<file path="src/rtl/vedic_pkg.sv">
// Shared types, constants and small vedic helper functions for the vedic multiplier family.
package vedic_pkg;

    localparam int unsigned OP_W   = 16;
    localparam int unsigned P_W    = 32;
    localparam int unsigned HALF_W = 8;
    localparam int unsigned PP_W   = 16;
    localparam int unsigned STEP_W = 2;

    typedef enum logic [1:0] {
        IDLE = 2'b00,
        MUL  = 2'b01,
        DONE = 2'b10
    } state_t;

    localparam logic [STEP_W-1:0] STEP_LL = 2'd0;
    localparam logic [STEP_W-1:0] STEP_HL = 2'd1;
    localparam logic [STEP_W-1:0] STEP_LH = 2'd2;
    localparam logic [STEP_W-1:0] STEP_HH = 2'd3;

    // Left shift applied to each partial product, indexed by step.
    localparam logic [4:0] SHIFT_TAB [4] = '{5'd0, 5'd8, 5'd8, 5'd16};

    typedef struct packed {
        logic [OP_W-1:0] a;
        logic [OP_W-1:0] b;
    } operands_t;

    // 2x2 vertical-and-crosswise product.
    function automatic logic [3:0] vm2(input logic [1:0] x, input logic [1:0] y);
        return 4'(x[0] & y[0])
             + 4'({x[1] & y[0], 1'b0})
             + 4'({x[0] & y[1], 1'b0})
             + 4'({x[1] & y[1], 2'b00});
    endfunction

    // 4x4 product built from four 2x2 blocks.
    function automatic logic [7:0] vm4(input logic [3:0] x, input logic [3:0] y);
        return 8'(vm2(x[1:0], y[1:0]))
             + (8'(vm2(x[3:2], y[1:0])) << 2)
             + (8'(vm2(x[1:0], y[3:2])) << 2)
             + (8'(vm2(x[3:2], y[3:2])) << 4);
    endfunction

endpackage

</file>
<file path="src/rtl/vedic_8bit.sv">
// Combinational 8x8 unsigned vedic multiplier assembled from four 4x4 blocks.
module vedic_8bit
    import vedic_pkg::*;
(
    input  logic [HALF_W-1:0] a,
    input  logic [HALF_W-1:0] b,
    output logic [PP_W-1:0]   p
);

    assign p = PP_W'(vm4(a[3:0], b[3:0]))
             + (PP_W'(vm4(a[7:4], b[3:0])) << 4)
             + (PP_W'(vm4(a[3:0], b[7:4])) << 4)
             + (PP_W'(vm4(a[7:4], b[7:4])) << 8);

endmodule

</file>
<file path="src/rtl/vedic_16bit_seq.sv">
// Sequential 16x16 unsigned multiplier: one shared 8x8 vedic core, four partial
// products accumulated over four cycles, valid/ready on both sides.
module vedic_16bit_seq
    import vedic_pkg::*;
(
    input  logic             clk,
    input  logic             rst_n,
    input  logic             in_valid,
    output logic             in_ready,
    input  logic [OP_W-1:0]  a,
    input  logic [OP_W-1:0]  b,
    output logic             out_valid,
    input  logic             out_ready,
    output logic [P_W-1:0]   p,
    output logic             busy
);

    state_t              state;
    state_t              state_nxt;
    logic [STEP_W-1:0]   step;
    operands_t           opnd;
    logic [P_W-1:0]      acc;
    logic [P_W-1:0]      acc_nxt;
    logic [HALF_W-1:0]   core_a;
    logic [HALF_W-1:0]   core_b;
    logic [PP_W-1:0]     pp16;
    logic                accept;

    // State register; out_valid and busy are registered decodes of the next state.
    always_ff @(posedge clk) begin
        if (!rst_n) begin
            state     <= IDLE;
            out_valid <= 1'b0;
            busy      <= 1'b0;
        end else begin
            state     <= state_nxt;
            out_valid <= (state_nxt == DONE);
            busy      <= (state_nxt != IDLE);
        end
    end

    // Next-state logic.
    always_comb begin
        state_nxt = state;
        case (state)
            IDLE: if (accept) state_nxt = MUL;
            MUL:  if (step == STEP_HH) state_nxt = DONE;
            DONE: if (out_ready) state_nxt = accept ? MUL : IDLE;
            default: state_nxt = IDLE;
        endcase
    end

    // Handshake outputs; in_ready depends combinationally on out_ready in DONE.
    always_comb begin
        in_ready = 1'b0;
        if (rst_n) begin
            in_ready = (state == IDLE) || ((state == DONE) && out_ready);
        end
        accept = in_valid && in_ready;
    end

    // Operand-half select for the shared core.
    always_comb begin
        core_a = opnd.a[HALF_W-1:0];
        core_b = opnd.b[HALF_W-1:0];
        case (step)
            STEP_LL: ;
            STEP_HL: core_a = opnd.a[OP_W-1:HALF_W];
            STEP_LH: core_b = opnd.b[OP_W-1:HALF_W];
            STEP_HH: begin
                core_a = opnd.a[OP_W-1:HALF_W];
                core_b = opnd.b[OP_W-1:HALF_W];
            end
            default: ;
        endcase
    end

    vedic_8bit u_core (
        .a (core_a),
        .b (core_b),
        .p (pp16)
    );

    assign acc_nxt = acc + (P_W'(pp16) << SHIFT_TAB[step]);

    // Operand capture, accumulation and product register.
    always_ff @(posedge clk) begin
        if (!rst_n) begin
            opnd <= '0;
            acc  <= '0;
            step <= '0;
            p    <= '0;
        end else if (accept) begin
            opnd <= '{a: a, b: b};
            acc  <= '0;
            step <= STEP_LL;
        end else if (state == MUL) begin
            acc  <= acc_nxt;
            step <= step + STEP_W'(1);
            if (step == STEP_HH) begin
                p <= acc_nxt;
            end
        end
    end

endmodule

</file>
<file path="config.mk">
export PLATFORM = sky130hd
export DESIGN_NAME = vedic_16bit_seq
export DESIGN_NICKNAME = d
export VERILOG_FILES = /design/src/rtl/vedic_pkg.sv /design/src/rtl/vedic_8bit.sv /design/src/rtl/vedic_16bit_seq.sv
export SDC_FILE = /design/constraint.sdc
export NUM_CORES = 1
export LEC_CHECK = 0
export ABC_AREA = 1
export BUFFER_PORTS_ARGS = -buffer_cell sky130_fd_sc_hd__clkbuf_2
export CORE_MARGIN = 3
export CORE_UTILIZATION = 40
export DETAILED_ROUTE_END_ITERATION = 8
export PLACE_DENSITY = 0.67
export SLEW_MARGIN = 20
export SYNTH_ARGS = -nofsm -noshare
export SYNTH_HDL_FRONTEND = slang
export SYNTH_SLANG_ARGS = --single-unit
</file>
<file path="constraint.sdc">
create_clock -name clk -period 9.5 [get_ports clk]
set_input_delay 0 -clock clk [delete_from_list [all_inputs] [get_ports clk]]
set_output_delay 0 -clock clk [all_outputs]
set_load 0.1 [all_outputs]
</file>
Yosys cells after proc, flatten, opt, wreduce, memory -nomap -nowiden
Cells that the tools add are included.
Widths: inputs -> output; s select.
- $add $sub $neg: 65
- $lt $le $gt $ge: 1
- equal/unequal tests: 6
- shift operators: 1
- mux-type cells: 11
- bitwise logic cells: 67
- reductions and logical operators: 9
- operators with widths (kind ; number):
    $add 4x2->4 ; 30
    $add 4x3->4 ; 16
    $and 1x1->1 ; 64
    $add 32x32->32 ; 1
    $add 8x8->8 ; 4
    $shl 16x5->32 ; 1
    $add 4x6->7 ; 4
    $add 8x6->8 ; 3
    $add 16x12->16 ; 1
    $add 16x16->16 ; 1
    $mux 8 ; 2
    $add 8x12->13 ; 1
    $bmux 5 s2 ; 1
    $mux 5 ; 2
    $add 7x6->8 ; 1
    $eq 2x2->1 const B ; 4
    $mux 2 ; 3
    $pmux 2 s3 ; 1
    $reduce_or 2->1 ; 3
    $add 3x2->4 ; 1
    $eq 2x1->1 const B ; 2
    $add 1x2->3 ; 1
    $ge 3x3->1 const B ; 1
    $not 2->3 ; 1
    8 further kinds ; 11
- register bits after elaboration: 102
- bits of input ports: 36
- word-level logic and storage cells: 168

Longest topological paths before layout
- depth after elaboration: 15
- gate-level depth with buffers: 52

Cells and area by module
Synthesis repeated with hierarchy kept, for this count alone.
- cells, all modules: 1510
- area, all modules: 9454.1 µm²
- modules (own cells, without submodules) (module ; instances ; cells each ; area an instance (µm²) ; sequential area each (µm²)):
    vedic_16bit_seq ; 1 ; 1103 ; 6670.1 ; 2042.0
    vedic_8bit ; 1 ; 407 ; 2783.9 ; 0.0

Worst setup path before layout
OpenSTA, ideal clock, no wires.
- kind: flip-flop to flip-flop
- start point: register step[0]
- end point: register acc[29]
- library setup time: 0.109 ns
- data arrival time: 8.229 ns
- required time: 9.391 ns
- path slack: 1.162 ns
- cell stages (with the launch flop): 50
- clock period less this slack: 8.338 ns
- cells stage by stage: dfxtp_1 -> inv_1 -> ha_1 -> nor2_1 -> clkbuf_1 -> nand2_1 -> o21ai_1 -> nor2_1 -> ha_1 -> ha_1 -> ha_1 -> inv_1 -> fa_1 -> xor2_1 -> fa_1 -> inv_1 -> ha_1 -> nand3_1 -> [... 14 more ...] -> nor2_1 -> a211oi_1 -> nand3_1 -> xor2_1 -> nand2_1 -> o21ai_0 -> nor2_1 -> ha_1 -> a21oi_1 -> o21ai_0 -> a21oi_1 -> nor2_1 -> nor4_1 -> nand2_1 -> nand2_1 -> nand3_1 -> nand2_1 -> inv_1
- word-level cells in the longest chain between the ends: 15
- elaborated cells between the ends (all ways): 140
- classes of those cells: 64 x add/sub; 3 x eq/ne; 1 x shift; 5 x mux; 65 x bitwise; 2 x reduce/logical
- RTL lines (item ; RTL line ; source):
    start, declared ; vedic_16bit_seq.sv:20 ; logic [STEP_W-1:0] step;
    start signal, assigned ; vedic_16bit_seq.sv:99 ; step <= step + STEP_W'(1);
    $eq 2x2->1 / $eq 2x1->1 (equally long branches) ; vedic_16bit_seq.sv:66 ; case (step)
    $reduce_or 2->1 (no line) ; - ;
    $mux 8 ; vedic_16bit_seq.sv:66 ;
    $and 1x1->1 (on tied branches) ; vedic_pkg.sv:31, vedic_pkg.sv:32 ;
    $add 4x2->4 ; vedic_pkg.sv:32 ; + 4'({x[1] & y[0], 1'b0})
    $add 4x2->4 ; vedic_pkg.sv:33 ; + 4'({x[0] & y[1], 1'b0})
    $add 4x3->4 ; vedic_pkg.sv:34 ; + 4'({x[1] & y[1], 2'b00});
    $add 4x6->7 ; vedic_pkg.sv:40 ; + (8'(vm2(x[3:2], y[1:0])) << 2)
    $add 8x6->8 ; vedic_pkg.sv:41 ; + (8'(vm2(x[1:0], y[3:2])) << 2)
    $add 8x8->8 ; vedic_pkg.sv:42 ; + (8'(vm2(x[3:2], y[3:2])) << 4);
    $add 8x12->13 ; vedic_8bit.sv:11 ; + (PP_W'(vm4(a[7:4], b[3:0])) << 4)
    $add 16x12->16 ; vedic_8bit.sv:12 ; + (PP_W'(vm4(a[3:0], b[7:4])) << 4)
    $add 16x16->16 ; vedic_8bit.sv:13 ; + (PP_W'(vm4(a[7:4], b[7:4])) << 8);
    $shl 16x5->32 * ; vedic_16bit_seq.sv:84 ; assign acc_nxt = acc + (P_W'(pp16) << SHIFT_TAB[step]);
    $add 32x32->32 * ; vedic_16bit_seq.sv:84 ;
    end signal, assigned ; vedic_16bit_seq.sv:98 ; acc <= acc_nxt;
    end, declared ; vedic_16bit_seq.sv:22 ; logic [P_W-1:0] acc;
Mark *: on every way between the ends. The rest lies on a longest branch, timed or not. The select of a mux whose other input is x is not followed.
A chain may end at the register's enable or synchronous reset.

Worst setup path in the final report
- start point: register step[0]
- end point: register acc[17]
The elaborated chain is that of the path after synthesis.

==> impl_metrics.yaml <==
run_status:
  outcome: "complete, no violations"
logic_synthesis:
  synth.top_cell.area_share_pct: 23.2
  synth_area_leaders: "dfxtp_1 (23%), ha_1 (16%), inv_1 (8.3%)"
  syn_area_per_cell_um2: 6.95
  yosysMostFrequentCell: "inv_1"
  ys_top_cells_by_count: "inv_1 (196), nand2_1 (185), nor2_1 (173), ha_1 (112), dfxtp_1 (102)"
  syn_inst: 1268
  yosys.cell_types.count: 43
  synth_area_um2: 8820
  ys_ff_latch: 102
  syn-num-nets: 1440
  synth_edf_count: 0
  async_flop_share_pct: 0
  yosysSeqAreaShare_pct: 23.2
  ys_warn_count: 0
  yosys.area.top_type: "dfxtp_1"
  synth_flop_cell: "dfxtp_1"
worst_setup_path:
  critPathSlowestCell: "fa_1"
  endpoint_kind: "flip-flop"
  max_stage_delay_ps: 590
  cpMostUsedCell: "ha_1"
  startpoint_type: "flip-flop"
  cp.required_ps: 9760
  crit_type: "flip-flop to flip-flop"
  cp.arrival_ps: 8980
  path_max_fanout: 16
timing:
  slew_headroom_pct: 37.2
  max_freq_ghz: 0.115
  rsz0062_at_grt: "false"
  report.final.slew_viol_count: 0
  finalSetupTns_ps: 0
  finalCritPeriodShare_pct: 91.8
  fin_skew_ps: 10.0
  finalHoldViolCount: 0
  tightest_slew_ps: 942
  finalSetupViolCount: 0
  fin_hold_ws_ps: 49.7
  period_needed_ps: 8720
clock_network:
  path_clk_slew_ps: 70
  cts_tree: "done"
  worstSkewPairLatency_ps: 360
  cts_num_sinks: 102
  htreeDepth: 3
  cts_buffers: 9
  clockBufferDepth: 2
  root_buffer: "clkbuf_16"
floorplanning:
  dieWidth_um: 154
  die_height_um: 154
  initial_core_util_pct: 41.3
  io_pins: 71
  dieArea_um2: 23900
  core-area_um2: 21400
  rows: 53
global_routing:
  grt_pass1_wl_um: 38000
  grt_antenna_before_repair: 0
  grt_max_degree: 51
  grt_util_all_layers_pct: 19.3
  first_global_vias: 7887
  overflow: 0
detailed_routing:
  wl_per_cell_um: 14.2
  vias: 8227
  wl_um: 23100
  vias_per_cell: 5.05
  drt_iter0_markers: 450
  drc: 0
  drt_pass1_iterations: 5
  final_antenna_net_count: 0
final_layout:
  layout-drive-gt1-share_pct: 9.89
  diodes: 0
  final_area_um2: 10100
  final-seq-area_um2: 2040
  multi_input_area_um2: 5890
  nFillCells: 2158
  final_net_count: 1523
  syn_to_final_growth_pct: 14.1
power:
  power_w: 0.00104
  p_leak_nw: 5.26
  p_per_area_nw_per_um2: 104
  ir_drop_uv: 110
hold_path:
  min_path_type: "input pin to flip-flop"
placed_design:
  io_buffers: 70
  placed_area_um2: 9430
  gp_congestion: 0.925
  dp_hpwl_um: 18300
job:
  cap_violations: 0
-- cells in the final DEF, fill, tap and decap left out, drive strengths merged, types with 3 or more instances in the layout --
cell type / count
inv: 202
nand2: 193
nor2: 177
ha: 112
dfxtp: 102
a21oi: 99
o21ai: 94
nand3: 87
clkbuf: 79
dlygate4sd3: 32
xor2: 30
fa: 24
o21bai: 19
xnor2: 16
o21a: 12
a21o: 10
o211ai: 10
buf: 10
nand4: 8
or2: 6
nor3: 6
a21boi: 4
o22ai: 3
mux2i: 3
nand3b: 3
a31oi: 3
nor4: 3
-- power breakdown --
group / total, W / internal (W) / leakage, nW / switching (W)
registers: 0.000453 / 0.000444 / 0.830 / 0.00000919
logic: 0.000226 / 0.0000793 / 4.29 / 0.000147
clock network: 0.000363 / 0.000181 / 0.132 / 0.000182
-- repair_timing --
item,4_1_cts,5_1_grt
hold buffers,32,0
setup endpoints to repair,0,34
setup buffers,0,0
gates resized for setup,0,9
hold endpoints to repair,32,0
-- worst paths after layout --
check	start	endpoint	slack (ps)	cells after the start
setup / recovery	step[0]$_SDFFE_PP0P_	acc[17]$_SDFFE_PP0P_	780	49
hold / removal	out_ready	state[1]$_SDFF_PN0_	50	6
setup reg to reg	step[0]$_SDFFE_PP0P_	acc[17]$_SDFFE_PP0P_	780	49
hold reg to reg	opnd[30]$_SDFFE_PN0P_	opnd[30]$_SDFFE_PN0P_	450	2
-- metrics by stage --
| step | setup WS (ps) | utilization (%) | instances |
|---|---|---|---|
| global route | 7.56 | 47.1 | 1630 |
| detailed placement | 568 | 44.2 | 1583 |
| global placement | 798 | 44.2 | 1583 |
| finish | 776 | 47.1 | 1630 |
| floorplan | 1160 | - | 1268 |
| CTS | 521 | 47.0 | 1630 |
-- kinds of logic (layout without fill, tap and decap cells) --
| group | after synthesis | count (layout) | synth area share (%) |
|---|---|---|---|
| adders and majority gates | 136 | 136 | 21.3 |
| xor gates and xnor gates | 46 | 46 | 4.57 |
| muxes | 3 | 3 | 0.341 |
| AOI/OAI and AO/OA | 258 | 258 | 16.6 |
| and+or+nand+nor | 483 | 483 | 23.5 |
| DFF | 102 | 102 | 23.2 |
| buffers and inverters | 240 | 327 | 10.4 |
-- flip-flops by register name, indices dropped and copies added (netlist names) --
register and flops:
acc 32, busy 1, opnd 32, out_valid 1
p 32, state 2, step 2
-- layout make-up --
class,count,share of cell area [%]
multi-input combinational,926,58.6
sequential,102,20.3
inverter,200,7.46
timing repair buffer,112,7.41
tap,275,3.42
clock buffer,9,2.24
clock inverter,6,0.547
-- critical path, delay by kind of cell (launching register included) --
| kind | cells | cell delay (ps) |
|---|---|---|
| compound gates | 11 | 1750 |
| buf+inv | 9 | 810 |
| simple gates | 14 | 1270 |
| fa+ha+maj | 11 | 3680 |
| flops | 1 | 390 |
| xor+xnor | 4 | 720 |
-- metal layers --
layer | vias to the layer above | part of all wire (%) | GRT usage, %
li1 | 4276 | - | -
met1 | 3765 | 45 | 23.8
met2 | 149 | 49 | 33.8
met3 | 37 | 3.4 | 2.99
met4 | 0 | 2.9 | 7.23
met5 | - | 0 | 0
Power figures use the tool's default switching activity.
